==> config.mk <==
export PLATFORM = sky130hd
export DESIGN_NAME = dmem_arbiter
export DESIGN_NICKNAME = d
export VERILOG_FILES = /design/src/rtl/dmem_arbiter.sv
export SDC_FILE = /design/constraint.sdc
export NUM_CORES = 1
export LEC_CHECK = 0
export CORE_UTILIZATION = 30
export DETAILED_ROUTE_END_ITERATION = 10
export GPL_TIMING_DRIVEN = 0
export PLACE_DENSITY = 0.65
export SLEW_MARGIN = 10
export SYNTH_ARGS = -nofsm -noshare
export SYNTH_HDL_FRONTEND = slang
export SYNTH_SLANG_ARGS = --single-unit
==> constraint.sdc <==
create_clock -name CLK -period 2.7 [get_ports CLK]
set_input_delay 0.54 -clock CLK [delete_from_list [all_inputs] [get_ports CLK]]
set_output_delay 0.54 -clock CLK [all_outputs]
set_load 0.1 [all_outputs]
==> src/rtl/dmem_arbiter.sv <==
// dmem_arbiter: shares the single-ported data memory between the core
// load/store unit (port 0) and the DMA/debug loader (port 1). One access is
// granted per cycle. Memory read data is registered into a one-cycle response
// pulse on the port that won. Out-of-range word indices are accepted but
// flagged and never reach the memory.
module dmem_arbiter #(
  parameter int DMEM_SIZE = 32768,
  parameter int RR_MODE   = 0,
  parameter int MAX_WAIT  = 8
) (
  input  logic        CLK,
  input  logic        RST,
  input  logic        REQ0_VALID,
  output logic        REQ0_READY,
  input  logic [31:0] REQ0_ADDR,
  input  logic [31:0] REQ0_WDATA,
  input  logic [3:0]  REQ0_WSTB,
  output logic        RSP0_VALID,
  output logic [31:0] RSP0_RDATA,
  output logic        RSP0_ERR,
  input  logic        REQ1_VALID,
  output logic        REQ1_READY,
  input  logic [31:0] REQ1_ADDR,
  input  logic [31:0] REQ1_WDATA,
  input  logic [3:0]  REQ1_WSTB,
  output logic        RSP1_VALID,
  output logic [31:0] RSP1_RDATA,
  output logic        RSP1_ERR,
  output logic [29:0] M_ADDR,
  output logic [31:0] M_DATAI,
  input  logic [31:0] M_DATAO,
  output logic        M_CE,
  output logic [3:0]  M_WSTB
);

  localparam logic [7:0]  MAX_WAIT_W = 8'(MAX_WAIT);
  localparam logic [31:0] DMEM_LIMIT = 32'(DMEM_SIZE);

  logic        last_reg;
  logic [7:0]  wait_cnt_reg;
  logic [29:0] addr_hold_reg;
  logic [31:0] wdata_hold_reg;
  logic        rsp0_valid_reg, rsp1_valid_reg;
  logic [31:0] rsp0_rdata_reg, rsp1_rdata_reg;
  logic        rsp0_err_reg, rsp1_err_reg;

  logic        grant0, grant1, grant_any;
  logic [29:0] win_word;
  logic [31:0] win_wdata;
  logic [3:0]  win_wstb;
  logic        in_range;
  logic        unused_addr_lsbs;

  // Byte offset within the word plays no part in a word-wide access.
  assign unused_addr_lsbs = ^{REQ0_ADDR[1:0], REQ1_ADDR[1:0]};

  // Grant decision: single requester always wins; on contention either
  // alternate (round-robin) or favour port 0 until port 1 has waited too long.
  always_comb begin
    grant0 = 1'b0;
    grant1 = 1'b0;
    if (!RST) begin
      if (REQ0_VALID && REQ1_VALID) begin
        if (RR_MODE != 0) begin
          grant0 = last_reg;
          grant1 = !last_reg;
        end else if (wait_cnt_reg >= MAX_WAIT_W) begin
          grant1 = 1'b1;
        end else begin
          grant0 = 1'b1;
        end
      end else begin
        grant0 = REQ0_VALID;
        grant1 = REQ1_VALID;
      end
    end
  end

  assign grant_any = grant0 | grant1;
  assign win_word  = grant1 ? REQ1_ADDR[31:2] : REQ0_ADDR[31:2];
  assign win_wdata = grant1 ? REQ1_WDATA : REQ0_WDATA;
  assign win_wstb  = grant1 ? REQ1_WSTB : REQ0_WSTB;
  assign in_range  = {2'b00, win_word} < DMEM_LIMIT;

  assign REQ0_READY = grant0;
  assign REQ1_READY = grant1;

  // Memory side: address/data fall back to the held copy when idle so the
  // bus does not follow requester inputs that have not been granted.
  assign M_CE    = grant_any & in_range;
  assign M_WSTB  = M_CE ? win_wstb : 4'b0000;
  assign M_ADDR  = grant_any ? win_word : addr_hold_reg;
  assign M_DATAI = grant_any ? win_wdata : wdata_hold_reg;

  // A response registered just before reset must not be seen during reset.
  assign RSP0_VALID = rsp0_valid_reg & ~RST;
  assign RSP1_VALID = rsp1_valid_reg & ~RST;
  assign RSP0_RDATA = rsp0_rdata_reg;
  assign RSP1_RDATA = rsp1_rdata_reg;
  assign RSP0_ERR   = rsp0_err_reg;
  assign RSP1_ERR   = rsp1_err_reg;

  // Arbitration history: last winner and port 1 starvation counter.
  always_ff @(posedge CLK) begin
    if (RST) begin
      last_reg     <= 1'b1;
      wait_cnt_reg <= 8'd0;
    end else begin
      if (grant_any) begin
        last_reg <= grant1;
      end
      if (REQ1_VALID && !grant1) begin
        wait_cnt_reg <= (wait_cnt_reg == 8'hFF) ? 8'hFF : wait_cnt_reg + 8'd1;
      end else begin
        wait_cnt_reg <= 8'd0;
      end
    end
  end

  // Remember the last driven memory address and write data for idle cycles.
  always_ff @(posedge CLK) begin
    if (RST) begin
      addr_hold_reg  <= '0;
      wdata_hold_reg <= '0;
    end else if (grant_any) begin
      addr_hold_reg  <= win_word;
      wdata_hold_reg <= win_wdata;
    end
  end

  // Response registers: pulse on the winner, data/err held until next response.
  always_ff @(posedge CLK) begin
    if (RST) begin
      rsp0_valid_reg <= 1'b0;
      rsp1_valid_reg <= 1'b0;
      rsp0_rdata_reg <= '0;
      rsp1_rdata_reg <= '0;
      rsp0_err_reg   <= 1'b0;
      rsp1_err_reg   <= 1'b0;
    end else begin
      rsp0_valid_reg <= grant0;
      rsp1_valid_reg <= grant1;
      if (grant0) begin
        rsp0_rdata_reg <= in_range ? M_DATAO : 32'd0;
        rsp0_err_reg   <= !in_range;
      end
      if (grant1) begin
        rsp1_rdata_reg <= in_range ? M_DATAO : 32'd0;
        rsp1_err_reg   <= !in_range;
      end
    end
  end

endmodule

==> results.txt, run 1 <==
The run finished, with violations left. The final reports fail on negative setup slack. The aggregate negative setup slack is -3462 ps. The proportion of synthesized chip area in sequential cells is 0.4760. The unique cell type count in the Yosys netlist is 35. The maximum buffer depth of the clock tree is 2. Summing all multi-input logic gate instances after layout gives 4604 µm². In this run the horizontal extent of the chip is around 140 µm. The die is ~140 µm tall. The share of total power dissipated in the clock network is 0.331.

The final-report hold violation count was 0. The floorplan has 50 rows. The critical path is of the in2out type.

The number of detailed-routing iterations run before antenna repair came out at 4. After synthesis the cells add up to a little under 6000 µm². In the synthesized netlist the async set-or-reset flop fraction comes to 0. Detailed placement ended at an HPWL of 17,570 µm.

For this run, the leading register cell type out of synthesis is sky130_fd_sc_hd__dfxtp_1. The initial antenna violation count is 0. Setup repair after global routing could not meet its margin everywhere. The required time at the endpoint of the critical path came out at 2160 ps. Across the run, the number of max-cap violations was 0. The met2 usage in global routing came out at 0.4380. The shortest period the worst path allows came out at between 2000 and 3000 ps. The worst min-delay path category is reg2reg. Measured on the finished design, the core utilization comes to 0.6951.

The layer with the highest usage after global routing is met2. STA classifies the critical path endpoint as a primary output. Using the TritonRoute via totals, the vias-per-cell ratio works out to 5.519. The routed wire length is 27,620 µm. The portion of total power attributed to combinational logic is 0.367. The number of global-route vias before repair came out at 7,127. The last weighted congestion value of the routability-driven placer is 0.8132. Along the worst path, the maximum fanout reaches 6. The die covers 19,910 µm². From synthesis to final layout, the design area changed by 125.5%. The post-layout instance count excluding filler cells is 1,284. The average instance area after synthesis came out at between 9 and 10 µm². The final critical-path setup slack is -129.9 ps. The switching fraction of total power came out at 0.3659.

The total overflow left after global routing is 0. The cell area after placement is 9930 µm². The startpoint class of the critical path is an input pin.

The finished cells cover 13,090 µm². In this run, placement finished with an instance count of 1,207. For this run, the total global-route usage over all layers was measured as 0.2622. The met1 track demand over resource is 0.3073. The starting density of the core is 0.3082.

The sequential standard cell area is 2766 µm². Clock latency on the worst-skew pair, taken at its later pin, is around 430 ps. The count of routing violations after the opening detailed-route iteration is 297. The portion of total power attributed to sequential cells is 0.302. The met3 track utilization from global routing came out at 0.09273. The vias after detailed routing is 7,086. Entering global routing, the biggest net connects 17 pins. The analysis attributes to net switching a power of 2.607 mW. At the pin with the least slew margin, the transition time is just over 1000 ps. Yosys mapped a number of flops with a built-in enable equal to 0. 309 I/O pins were placed. The clock skew is 12.96 ps. The clock-pin slew on the worst setup and hold paths came out at ~60 ps. Synthesis inferred around 140 register bits. The worst max-slew margin expressed relative to the limit is 0.3148.

The endpoint arrival time on the critical path came out at 2290 ps. The number of CTS-inserted buffers came out at 17. The max-slew violation count is 0.

The post-detailed-route wirelength per cell is 21.51 µm. The tree is rooted in a sky130_fd_sc_hd__clkbuf_16. The final net count is 1,186. The sink count of the clock tree is 138.

The final clock period utilization by the worst path came out at 1.048. In the routed design, unresolved DRC markers number 0. The total power per unit cell area came out at 544.3 nW/µm². The number of antenna-violating nets in the routed design came out at 0.

Among all cell types in the netlist, the one instantiated most often is sky130_fd_sc_hd__dfxtp_1. The first-pass GRT wire length is 40,090 µm. Of the post-synthesis cell area, the dominant cell type holds 0.4760.

After synthesis, the most frequently instantiated cells are sky130_fd_sc_hd__dfxtp_1, sky130_fd_sc_hd__a21oi_1, sky130_fd_sc_hd__nor2_1. The core region is 18,830 µm². The fraction of layout cells with a size suffix above 1 came out at 0.4150. The number of warnings issued by yosys came out at 0.

The number of input and output port buffers inserted is a little over 300. The synthesized design spends more area on one cell type than any other, namely sky130_fd_sc_hd__dfxtp_1. The number of H-tree levels is 4.

Setup violations remaining at the end of the flow were counted as 51. TritonCTS built the clock tree. The filler cells instantiated in the layout total 1,308. The maximum frequency from static timing analysis came out at around 350 MHz. The synthesized instance count is 641. The worst supply voltage drop on vdd came out at roughly 450 µV. The internal portion of the total power is between 4 and 5 mW. The pre-CTS setup slack came out at -1835 ps.

The count of antenna diodes in the layout is 0. The analysis attributes to cell leakage a power of 4.503 nW. After synthesis, the cell types taking the most area are sky130_fd_sc_hd__dfxtp_1, sky130_fd_sc_hd__a211oi_1, sky130_fd_sc_hd__a31oi_1.
per-stage QoR:
step,hold slack (ps),total power [mW]
2_1_floorplan,450.3,3.540
3_3_place_gp,445.5,4.148
3_5_place_dp,455.0,4.149
4_1_cts,467.7,6.905
5_1_grt,482.0,7.316
6_report,462.2,7.124
layer usage:
layer	share of wire	vias to the layer above	wire (µm)
li1	-	3228	-
met1	0.39	3426	10890
met2	0.48	379	13360
met3	0.095	53	2630
met4	0.027	0	735
met5	0	-	0
final timing paths:
check | cells past startpoint | end | start | slack [ps]
worst min-delay path | 1 | RSP0_RDATA[1] | RSP0_RDATA[1] | 460
worst max register to register | 8 | RSP1_RDATA[12] | wait_cnt_reg[5] | 590
worst min register to register | 1 | RSP0_RDATA[1] | RSP0_RDATA[1] | 460
worst max-delay path | 11 | M_ADDR[7] | REQ1_VALID | -130
power by group through the flow:
| stage | Clock [mW] | Combinational [mW] | Sequential [mW] |
|---|---|---|---|
| finish | 2.36 | 2.61 | 2.15 |
| global route | 2.47 | 2.69 | 2.16 |
| CTS | 2.37 | 2.40 | 2.13 |
| detailed placement | 0 | 1.97 | 2.18 |
| global placement | 0 | 1.97 | 2.17 |
| floorplan | 0 | 1.35 | 2.19 |
cell type report:
type / instances / share of cell area
tap: 260 / 0.02485
sequential: 138 / 0.2114
clock buffer: 18 / 0.03355
timing repair buffer: 350 / 0.3178
buffer: 64 / 0.04675
clock inverter: 13 / 0.01090
inverter: 8 / 0.003059
multi-input combinational: 433 / 0.3518
cell usage in the layout (no fill, tap or decap), types with 4 or more instances in the layout:
cell type,Yosys,routed
sky130_fd_sc_hd__conb_1,1,4
sky130_fd_sc_hd__clkdlybuf4s50_1,0,200
sky130_fd_sc_hd__a31oi_4,0,31
sky130_fd_sc_hd__nor2_1,64,13
sky130_fd_sc_hd__o21ai_1,0,26
sky130_fd_sc_hd__a211oi_1,62,62
sky130_fd_sc_hd__buf_12,0,75
sky130_fd_sc_hd__o21ai_2,0,25
sky130_fd_sc_hd__buf_6,5,14
sky130_fd_sc_hd__nor2_4,0,27
sky130_fd_sc_hd__buf_4,3,35
sky130_fd_sc_hd__o21ai_4,0,9
sky130_fd_sc_hd__buf_2,18,4
sky130_fd_sc_hd__a21oi_4,0,63
sky130_fd_sc_hd__inv_1,6,5
sky130_fd_sc_hd__clkbuf_2,0,12
sky130_fd_sc_hd__buf_8,0,13
sky130_fd_sc_hd__nand3_1,10,10
sky130_fd_sc_hd__dfxtp_1,138,135
sky130_fd_sc_hd__a31oi_2,0,29
sky130_fd_sc_hd__clkbuf_16,0,22
sky130_fd_sc_hd__a22o_1,32,32
sky130_fd_sc_hd__nor2_2,1,25
sky130_fd_sc_hd__clkbuf_1,36,18
sky130_fd_sc_hd__a21boi_4,0,4
sky130_fd_sc_hd__nand4_1,4,4
sky130_fd_sc_hd__a32o_1,32,32
sky130_fd_sc_hd__dlygate4sd2_1,0,30
sky130_fd_sc_hd__a21oi_1,69,6
repair_timing:
action	CTS	global route
pin swaps	34	10
hold buffers	0	0
gates resized for setup	888	151
endpoints found under the setup margin	71	71
cloned	2	5
setup buffers	24	16
kinds of logic (layout without fill, tap and decap cells):
group / Yosys count / in the layout / share of synthesized area
and+or+nand+nor: 96 / 96 / 0.07459
buffers and inverters: 73 / 453 / 0.05950
muxes: 1 / 1 / 0.003880
AOI/OAI and AO/OA: 328 / 328 / 0.3781
DFF: 138 / 138 / 0.4760
xor gates and xnor gates: 2 / 2 / 0.003018
adders and majority gates: 2 / 2 / 0.004311
other: 1 / 4 / 0.0006461
critical path, cell delays in order:
cell                              delay (ps)
sky130_fd_sc_hd__clkdlybuf4s15_1         220
sky130_fd_sc_hd__inv_2                    80
sky130_fd_sc_hd__a311o_1                 330
sky130_fd_sc_hd__buf_6                   150
sky130_fd_sc_hd__buf_6                   120
sky130_fd_sc_hd__buf_12                  120
sky130_fd_sc_hd__buf_12                  150
sky130_fd_sc_hd__clkbuf_16               170
sky130_fd_sc_hd__nor2_2                  180
sky130_fd_sc_hd__a21oi_4                  60
sky130_fd_sc_hd__buf_12                  170
No activity file was read; power rests on OpenSTA's default activity.
==> run 2: changes to the inputs <==
--- a/config.mk
+++ b/config.mk
@@ -9,7 +9,6 @@
 export DETAILED_ROUTE_END_ITERATION = 10
 export GPL_TIMING_DRIVEN = 0
 export PLACE_DENSITY = 0.65
-export SLEW_MARGIN = 10
 export SYNTH_ARGS = -nofsm -noshare
 export SYNTH_HDL_FRONTEND = slang
 export SYNTH_SLANG_ARGS = --single-unit
==> results of run 2 <==
The final DEF is identical to that of run 1; final timing and power are the same.
